**config.mk**
```make
export PLATFORM = sky130hd
export DESIGN_NAME = ram_arbiter_v_flat
export DESIGN_NICKNAME = d
export VERILOG_FILES = /design/src/rtl/ram_arbiter_v_if.sv /design/src/rtl/ram_arbiter_v.sv /design/src/flat_wrapper.sv
export SDC_FILE = /design/constraint.sdc
export NUM_CORES = 1
export LEC_CHECK = 0
export CAP_MARGIN = 30
export CELL_PAD_IN_SITES_DETAIL_PLACEMENT = 1
export CELL_PAD_IN_SITES_GLOBAL_PLACEMENT = 2
export CORE_UTILIZATION = 25
export DETAILED_ROUTE_END_ITERATION = 7
export PLACE_DENSITY = 0.78
export RECOVER_POWER = 100
export SYNTH_ARGS = -nofsm -noshare
export SYNTH_HDL_FRONTEND = slang
export SYNTH_SLANG_ARGS = --single-unit
```
**constraint.sdc**
```tcl
create_clock -name wire_clock -period 2.3 [get_ports wire_clock]
set_clock_uncertainty 0.05 [all_clocks]
set_input_delay 0.345 -clock wire_clock [delete_from_list [all_inputs] [get_ports wire_clock]]
set_output_delay 0.345 -clock wire_clock [all_outputs]
set_load 0.05 [all_outputs]
```
**src/rtl/ram_arbiter_v_if.sv**
```systemverilog
// Bundle of requester handshakes and the shared RAM port seen by ram_arbiter_v.
// slave = arbiter view, master = requesters plus RAM view.
`timescale 1ns/1ps
interface ram_arbiter_v_if #(
  parameter int ADDR_W = 16,
  parameter int DATA_W = 16
) ();
  logic              req0;
  logic              req1;
  logic              rw0;
  logic              rw1;
  logic [ADDR_W-1:0] addr0;
  logic [ADDR_W-1:0] addr1;
  logic [DATA_W-1:0] wdata0;
  logic [DATA_W-1:0] wdata1;
  logic              ack0;
  logic              ack1;
  logic [DATA_W-1:0] rdata0;
  logic [DATA_W-1:0] rdata1;
  logic [1:0]        grant;
  logic [ADDR_W-1:0] bus_RAM_ADDRESS;
  logic              wire_RW;
  logic [DATA_W-1:0] bus_RAM_DATA_IN;
  logic [DATA_W-1:0] bus_RAM_DATA_OUT;

  modport slave (
    input  req0, req1, rw0, rw1, addr0, addr1, wdata0, wdata1, bus_RAM_DATA_OUT,
    output ack0, ack1, rdata0, rdata1, grant, bus_RAM_ADDRESS, wire_RW, bus_RAM_DATA_IN
  );

  modport master (
    output req0, req1, rw0, rw1, addr0, addr1, wdata0, wdata1, bus_RAM_DATA_OUT,
    input  ack0, ack1, rdata0, rdata1, grant, bus_RAM_ADDRESS, wire_RW, bus_RAM_DATA_IN
  );
endinterface

```
**src/rtl/ram_arbiter_v.sv**
```systemverilog
// Shares one synchronous RAM port between requester 0 (CPU) and requester 1, one access per 4 cycles.
// Ties go to requester 0 unless RAM_ARB_ROUND_ROBIN_EN is defined, which alternates winners.
`timescale 1ns/1ps
module ram_arbiter_v #(
  parameter int ADDR_W = 16,
  parameter int DATA_W = 16
) (
  input logic            wire_clock,
  input logic            wire_reset_n,
  ram_arbiter_v_if.slave bus
);

  typedef enum logic [1:0] {
    S_IDLE    = 2'd0,
    S_ISSUE   = 2'd1,
    S_CAPTURE = 2'd2,
    S_RELEASE = 2'd3
  } state_e;

  state_e            state_q, state_d;
  logic [1:0]        grant_q, grant_d;
  logic              ack0_q, ack0_d;
  logic              ack1_q, ack1_d;
  logic              rw_q, rw_d;
  logic              is_wr_q, is_wr_d;
  logic [ADDR_W-1:0] addr_q, addr_d;
  logic [DATA_W-1:0] wdata_q, wdata_d;
  logic [DATA_W-1:0] rdata0_q, rdata0_d;
  logic [DATA_W-1:0] rdata1_q, rdata1_d;
  logic              last_grant_q, last_grant_d;  // 1 = requester 1 was served last
  logic              pick1;

  // Winner selection, only consumed in IDLE
  always_comb begin
`ifdef RAM_ARB_ROUND_ROBIN_EN
    pick1 = bus.req1 && (!bus.req0 || !last_grant_q);
`else
    pick1 = bus.req1 && !bus.req0;
`endif
  end

  always_comb begin
    state_d      = state_q;
    grant_d      = grant_q;
    ack0_d       = 1'b0;
    ack1_d       = 1'b0;
    rw_d         = rw_q;
    is_wr_d      = is_wr_q;
    addr_d       = addr_q;
    wdata_d      = wdata_q;
    rdata0_d     = rdata0_q;
    rdata1_d     = rdata1_q;
    last_grant_d = last_grant_q;

    case (state_q)
      S_IDLE: begin
        if (bus.req0 || bus.req1) begin
          grant_d = pick1 ? 2'b10 : 2'b01;
          addr_d  = pick1 ? bus.addr1  : bus.addr0;
          wdata_d = pick1 ? bus.wdata1 : bus.wdata0;
          rw_d    = pick1 ? bus.rw1    : bus.rw0;
          is_wr_d = pick1 ? bus.rw1    : bus.rw0;
          state_d = S_ISSUE;
        end
      end
      S_ISSUE: begin
        // RAM samples address/write-enable on this edge; write enable lasts one cycle
        rw_d    = 1'b0;
        state_d = S_CAPTURE;
      end
      S_CAPTURE: begin
        if (grant_q[1]) begin
          ack1_d = 1'b1;
          if (!is_wr_q) rdata1_d = bus.bus_RAM_DATA_OUT;
        end else begin
          ack0_d = 1'b1;
          if (!is_wr_q) rdata0_d = bus.bus_RAM_DATA_OUT;
        end
        state_d = S_RELEASE;
      end
      S_RELEASE: begin
        // Ack cycle: requester drops or changes req; no arbitration here
        last_grant_d = grant_q[1];
        grant_d      = 2'b00;
        state_d      = S_IDLE;
      end
      default: begin
        grant_d = 2'b00;
        rw_d    = 1'b0;
        state_d = S_IDLE;
      end
    endcase
  end

  always_ff @(posedge wire_clock or negedge wire_reset_n) begin
    if (!wire_reset_n) begin
      state_q      <= S_IDLE;
      grant_q      <= 2'b00;
      ack0_q       <= 1'b0;
      ack1_q       <= 1'b0;
      rw_q         <= 1'b0;
      is_wr_q      <= 1'b0;
      addr_q       <= '0;
      wdata_q      <= '0;
      rdata0_q     <= '0;
      rdata1_q     <= '0;
      last_grant_q <= 1'b1;
    end else begin
      state_q      <= state_d;
      grant_q      <= grant_d;
      ack0_q       <= ack0_d;
      ack1_q       <= ack1_d;
      rw_q         <= rw_d;
      is_wr_q      <= is_wr_d;
      addr_q       <= addr_d;
      wdata_q      <= wdata_d;
      rdata0_q     <= rdata0_d;
      rdata1_q     <= rdata1_d;
      last_grant_q <= last_grant_d;
    end
  end

  assign bus.grant           = grant_q;
  assign bus.ack0            = ack0_q;
  assign bus.ack1            = ack1_q;
  assign bus.rdata0          = rdata0_q;
  assign bus.rdata1          = rdata1_q;
  assign bus.bus_RAM_ADDRESS = addr_q;
  assign bus.wire_RW         = rw_q;
  assign bus.bus_RAM_DATA_IN = wdata_q;

endmodule

```
**src/flat_wrapper.sv**
```systemverilog
// flat-port wrapper written by rule: the top's interface ports become plain ports
module ram_arbiter_v_flat 
#(
  parameter int ADDR_W = 16,
  parameter int DATA_W = 16
)
  (wire_clock, wire_reset_n, bus_req0, bus_req1, bus_rw0, bus_rw1, bus_addr0, bus_addr1, bus_wdata0, bus_wdata1, bus_bus_RAM_DATA_OUT, bus_ack0, bus_ack1, bus_rdata0, bus_rdata1, bus_grant, bus_bus_RAM_ADDRESS, bus_wire_RW, bus_bus_RAM_DATA_IN);
  ram_arbiter_v_if #(.ADDR_W(ADDR_W), .DATA_W(DATA_W)) bus_i ();
  input logic wire_clock;
  input logic wire_reset_n;
  input wire logic [$bits(bus_i.req0)-1:0] bus_req0;
  input wire logic [$bits(bus_i.req1)-1:0] bus_req1;
  input wire logic [$bits(bus_i.rw0)-1:0] bus_rw0;
  input wire logic [$bits(bus_i.rw1)-1:0] bus_rw1;
  input wire logic [$bits(bus_i.addr0)-1:0] bus_addr0;
  input wire logic [$bits(bus_i.addr1)-1:0] bus_addr1;
  input wire logic [$bits(bus_i.wdata0)-1:0] bus_wdata0;
  input wire logic [$bits(bus_i.wdata1)-1:0] bus_wdata1;
  input wire logic [$bits(bus_i.bus_RAM_DATA_OUT)-1:0] bus_bus_RAM_DATA_OUT;
  output wire logic [$bits(bus_i.ack0)-1:0] bus_ack0;
  output wire logic [$bits(bus_i.ack1)-1:0] bus_ack1;
  output wire logic [$bits(bus_i.rdata0)-1:0] bus_rdata0;
  output wire logic [$bits(bus_i.rdata1)-1:0] bus_rdata1;
  output wire logic [$bits(bus_i.grant)-1:0] bus_grant;
  output wire logic [$bits(bus_i.bus_RAM_ADDRESS)-1:0] bus_bus_RAM_ADDRESS;
  output wire logic [$bits(bus_i.wire_RW)-1:0] bus_wire_RW;
  output wire logic [$bits(bus_i.bus_RAM_DATA_IN)-1:0] bus_bus_RAM_DATA_IN;
  assign bus_i.req0 = bus_req0;
  assign bus_i.req1 = bus_req1;
  assign bus_i.rw0 = bus_rw0;
  assign bus_i.rw1 = bus_rw1;
  assign bus_i.addr0 = bus_addr0;
  assign bus_i.addr1 = bus_addr1;
  assign bus_i.wdata0 = bus_wdata0;
  assign bus_i.wdata1 = bus_wdata1;
  assign bus_i.bus_RAM_DATA_OUT = bus_bus_RAM_DATA_OUT;
  assign bus_ack0 = bus_i.ack0;
  assign bus_ack1 = bus_i.ack1;
  assign bus_rdata0 = bus_i.rdata0;
  assign bus_rdata1 = bus_i.rdata1;
  assign bus_grant = bus_i.grant;
  assign bus_bus_RAM_ADDRESS = bus_i.bus_RAM_ADDRESS;
  assign bus_wire_RW = bus_i.wire_RW;
  assign bus_bus_RAM_DATA_IN = bus_i.bus_RAM_DATA_IN;
  ram_arbiter_v #(.ADDR_W(ADDR_W), .DATA_W(DATA_W)) u_core (.wire_clock(wire_clock), .wire_reset_n(wire_reset_n), .bus(bus_i));
endmodule
```
==> results.txt <==
Status = finished, final reports clean
Synth cell count leaders = dfrtp_1 (72), nand2_1 (36), mux2i_1 (33)
Post-synth EDFFs = 0
Chip width = 115 microns
I/O pin count = 155
Startpoint types = register
Post-synthesis compound-gate area fraction = 6.12%
Hold Crit Class = register to register
Utilization of the core after routing = 41.2%
Dominant cell type by area after synthesis = dfrtp_1
CTS Buffer Depth = 2
Final wirelength = 9.04 mm
Remaining DRCs = 0
Max incr delay on CP = 900 ps
Cell area after synthesis = 3210 sq um
Final Max Slew Viols = 0
DRT iter0 DRCs = 58
MaxCap Viol Count = 0
LEAKAGE = 0.00237 uW
Crit end category = primary output
Clk Latency, worst-skew pair = 340 ps
Dpl hpwl = 6.78 mm
Total number of vias = 2439
First-pass GRT wire length = 13.8 mm
GP Congestion = 0.691
Flops & latches, synth = 72
Critical Path, Cell by Cell = dlygate4sd3_1
Final hold violation count = 0
Most numerous cell in the Yosys netlist = dfrtp_1
Pin count of the biggest net entering global routing = 61
Port-buffer cells = 154
Placed Cells = 565
DR pass1 iterations = 4
Final net count = 497
Post-Synthesis Net Count = 339
Clock Pin Slew Worst Setup and Hold Paths = 50 ps
Top post-synthesis cells by area = dfrtp_1 (56%), mux2i_1 (10%), mux2_4 (9.4%)
Vias per Instance = 4.20
Synth top area share = 56.1%
Main combinational cell family by area after synthesis = multiplexers
Final min period = 2060 ps
Synth Area in Adders = 2.34%
Root buf cell = clkbuf_16
Setup violators final = 0
Final Cycle Share = 89.7%
Average wire per standard cell = 15.6 microns
Worst setup margin = 236 ps
Cell Pwr Density = 1590 nW/um^2
Worst vdd ir = 0.000773 V
Initial antenna violation count = 0
Number of CTS-inserted buffers = 9
Die area = 13300 sq um
Fmax = 485 MHz
Slew @ Worst Pin = 830 ps
GRT Total Usage = 14.0%
Mux cell area share after synthesis = 24.6%
Diodes inserted = 0
Mapped Cells = 247
Final ANT Viol Nets = 0
# rows = 41
Post-synthesis simple-gate area fraction = 6.39%
Vias in the first global route = 2622
Fin Setup TNS = 0 ps
Total gr overflow = 0
Yosys cell types = 26
Largest delay share family, worst path = buffers and inverters
Crit path required time = 1900 ps
Synth warnings = 0
Primary FF master, synth = dfrtp_1
CTS sink cnt = 72
Die Y = 115 microns
Rel. slew slack = 44.7%
Starting density of the core = 25.5%
Clock tree from TritonCTS = done
Critical-path top delay cell = dlygate4sd3_1
Crit Path Class = register to primary output
Arr. time, crit path = 1670 ps
Worst Setup Slack post-DPL = 395 ps
Fraction of final layout cells sized beyond drive strength 1 = 9.78%
Worst Path Max Fanout = 5
Layout Cells excl Fill = 581
Ys async rst share = 100%
Syn Area/Cell = 13.0 sq um
Maximum level of the CTS H-tree = 3
Register area share after synthesis = 56.1%
Unrepaired setup endpoints after global routing = no
CP Buf/Inv Count = 1
Core region area = 12600 sq um
Area share of xor/xnor cells in the synthesized design = 0%
P&R area growth vs syn = 61.2%
[state kept, by name (all words and copies together) (netlist names)]
name,cells
u_core.state_q,2
u_core.bus.ack0,1
u_core.bus.grant,2
u_core.bus.rdata0,16
u_core.is_wr_q,1
u_core.bus.bus_RAM_ADDRESS,16
u_core.bus.wire_RW,1
u_core.bus.bus_RAM_DATA_IN,16
u_core.bus.ack1,1
u_core.bus.rdata1,16
[worst paths after layout]
path,from,end,slack [ps],depth (start not counted)
max in group asynchronous,wire_reset_n,u_core.bus.ack1,480,3
worst max-delay path,u_core.bus.grant[1],bus_grant[1],240,1
worst min-delay path,u_core.bus.bus_RAM_DATA_IN[4],u_core.bus.bus_RAM_DATA_IN[4],420,2
worst max register to register,u_core.state_q[0],u_core.state_q[0],370,6
min in group asynchronous,wire_reset_n,u_core.bus.rdata0[13],590,2
worst min register to register,u_core.bus.bus_RAM_DATA_IN[4],u_core.bus.bus_RAM_DATA_IN[4],420,2
[where the power goes]
group / switching, uW / internal, uW
Clock: 520 / 1060
Combinational: 3010 / 1420
Sequential: 324 / 1900
[routing by layer]
metal / global-route usage, % / up-vias / routed length, microns / part of all wire (%)
met1: 15.3 / 1194 / 3570 / 39
li1: - / 1166 / - / -
met2: 26.1 / 68 / 4960 / 55
met3: 4.11 / 11 / 416 / 4.6
met4: 4.16 / 0 / 99 / 1.1
met5: 0 / - / 0 / 0
[placed cells by master, fill, tap and decap left out, types with 2 or more instances in the layout]
cell / count
buf_12: 2
buf_4: 2
bufinv_16: 2
clkbuf_16: 9
clkbuf_2: 3
clkbuf_8: 4
clkdlybuf4s50_1: 84
dfrtp_1: 72
dlygate4sd3_1: 70
ha_1: 6
inv_1: 3
mux2_1: 19
mux2_2: 14
mux2i_1: 33
nand2_1: 36
nand2b_2: 2
o21ai_0: 33
o21ai_1: 4
[metrics by stage]
step / area (sq um) / total power (uW) / hold WS, ps
2_1_floorplan: 3210 / 5520 / -0.591
3_3_place_gp: 4930 / 7130 / 271
3_5_place_dp: 4930 / 7240 / 272
4_1_cts: 5280 / 8870 / 443
5_1_grt: 5170 / 8660 / 450
6_report: 5170 / 8230 / 423
[worst min-delay path: stages, from the launching register on]
cell and delay, ps:
dfrtp_1 330, nand2_1 50, o21ai_0 60
[repair_timing]
action / CTS / global route
hold buffers: 1 / 0
gates resized for setup: 0 / 0
setup buffers: 0 / 0
hold endpoints to repair: 30 / 0
[logic make-up (layout without fill, tap and decap cells)]
kind of cell,count (synthesis),count (layout)
AND/OR/NAND/NOR,45,45
adder cells (fa/ha/maj),6,6
multiplexers,67,67
buffers and inverters,18,180
flip-flops,72,72
AO/OA/AOI/OAI,39,39
[layout make-up]
class	count	area (sq um)
inverter	3	11.3
fill	1364	7400
tap	172	215
timing repair buffer	162	1620
sequential	72	1800
multi-input combinational	157	1190
clock inverter	2	60.1
clock buffer	13	280
No activity file was read; power rests on OpenSTA's default activity.
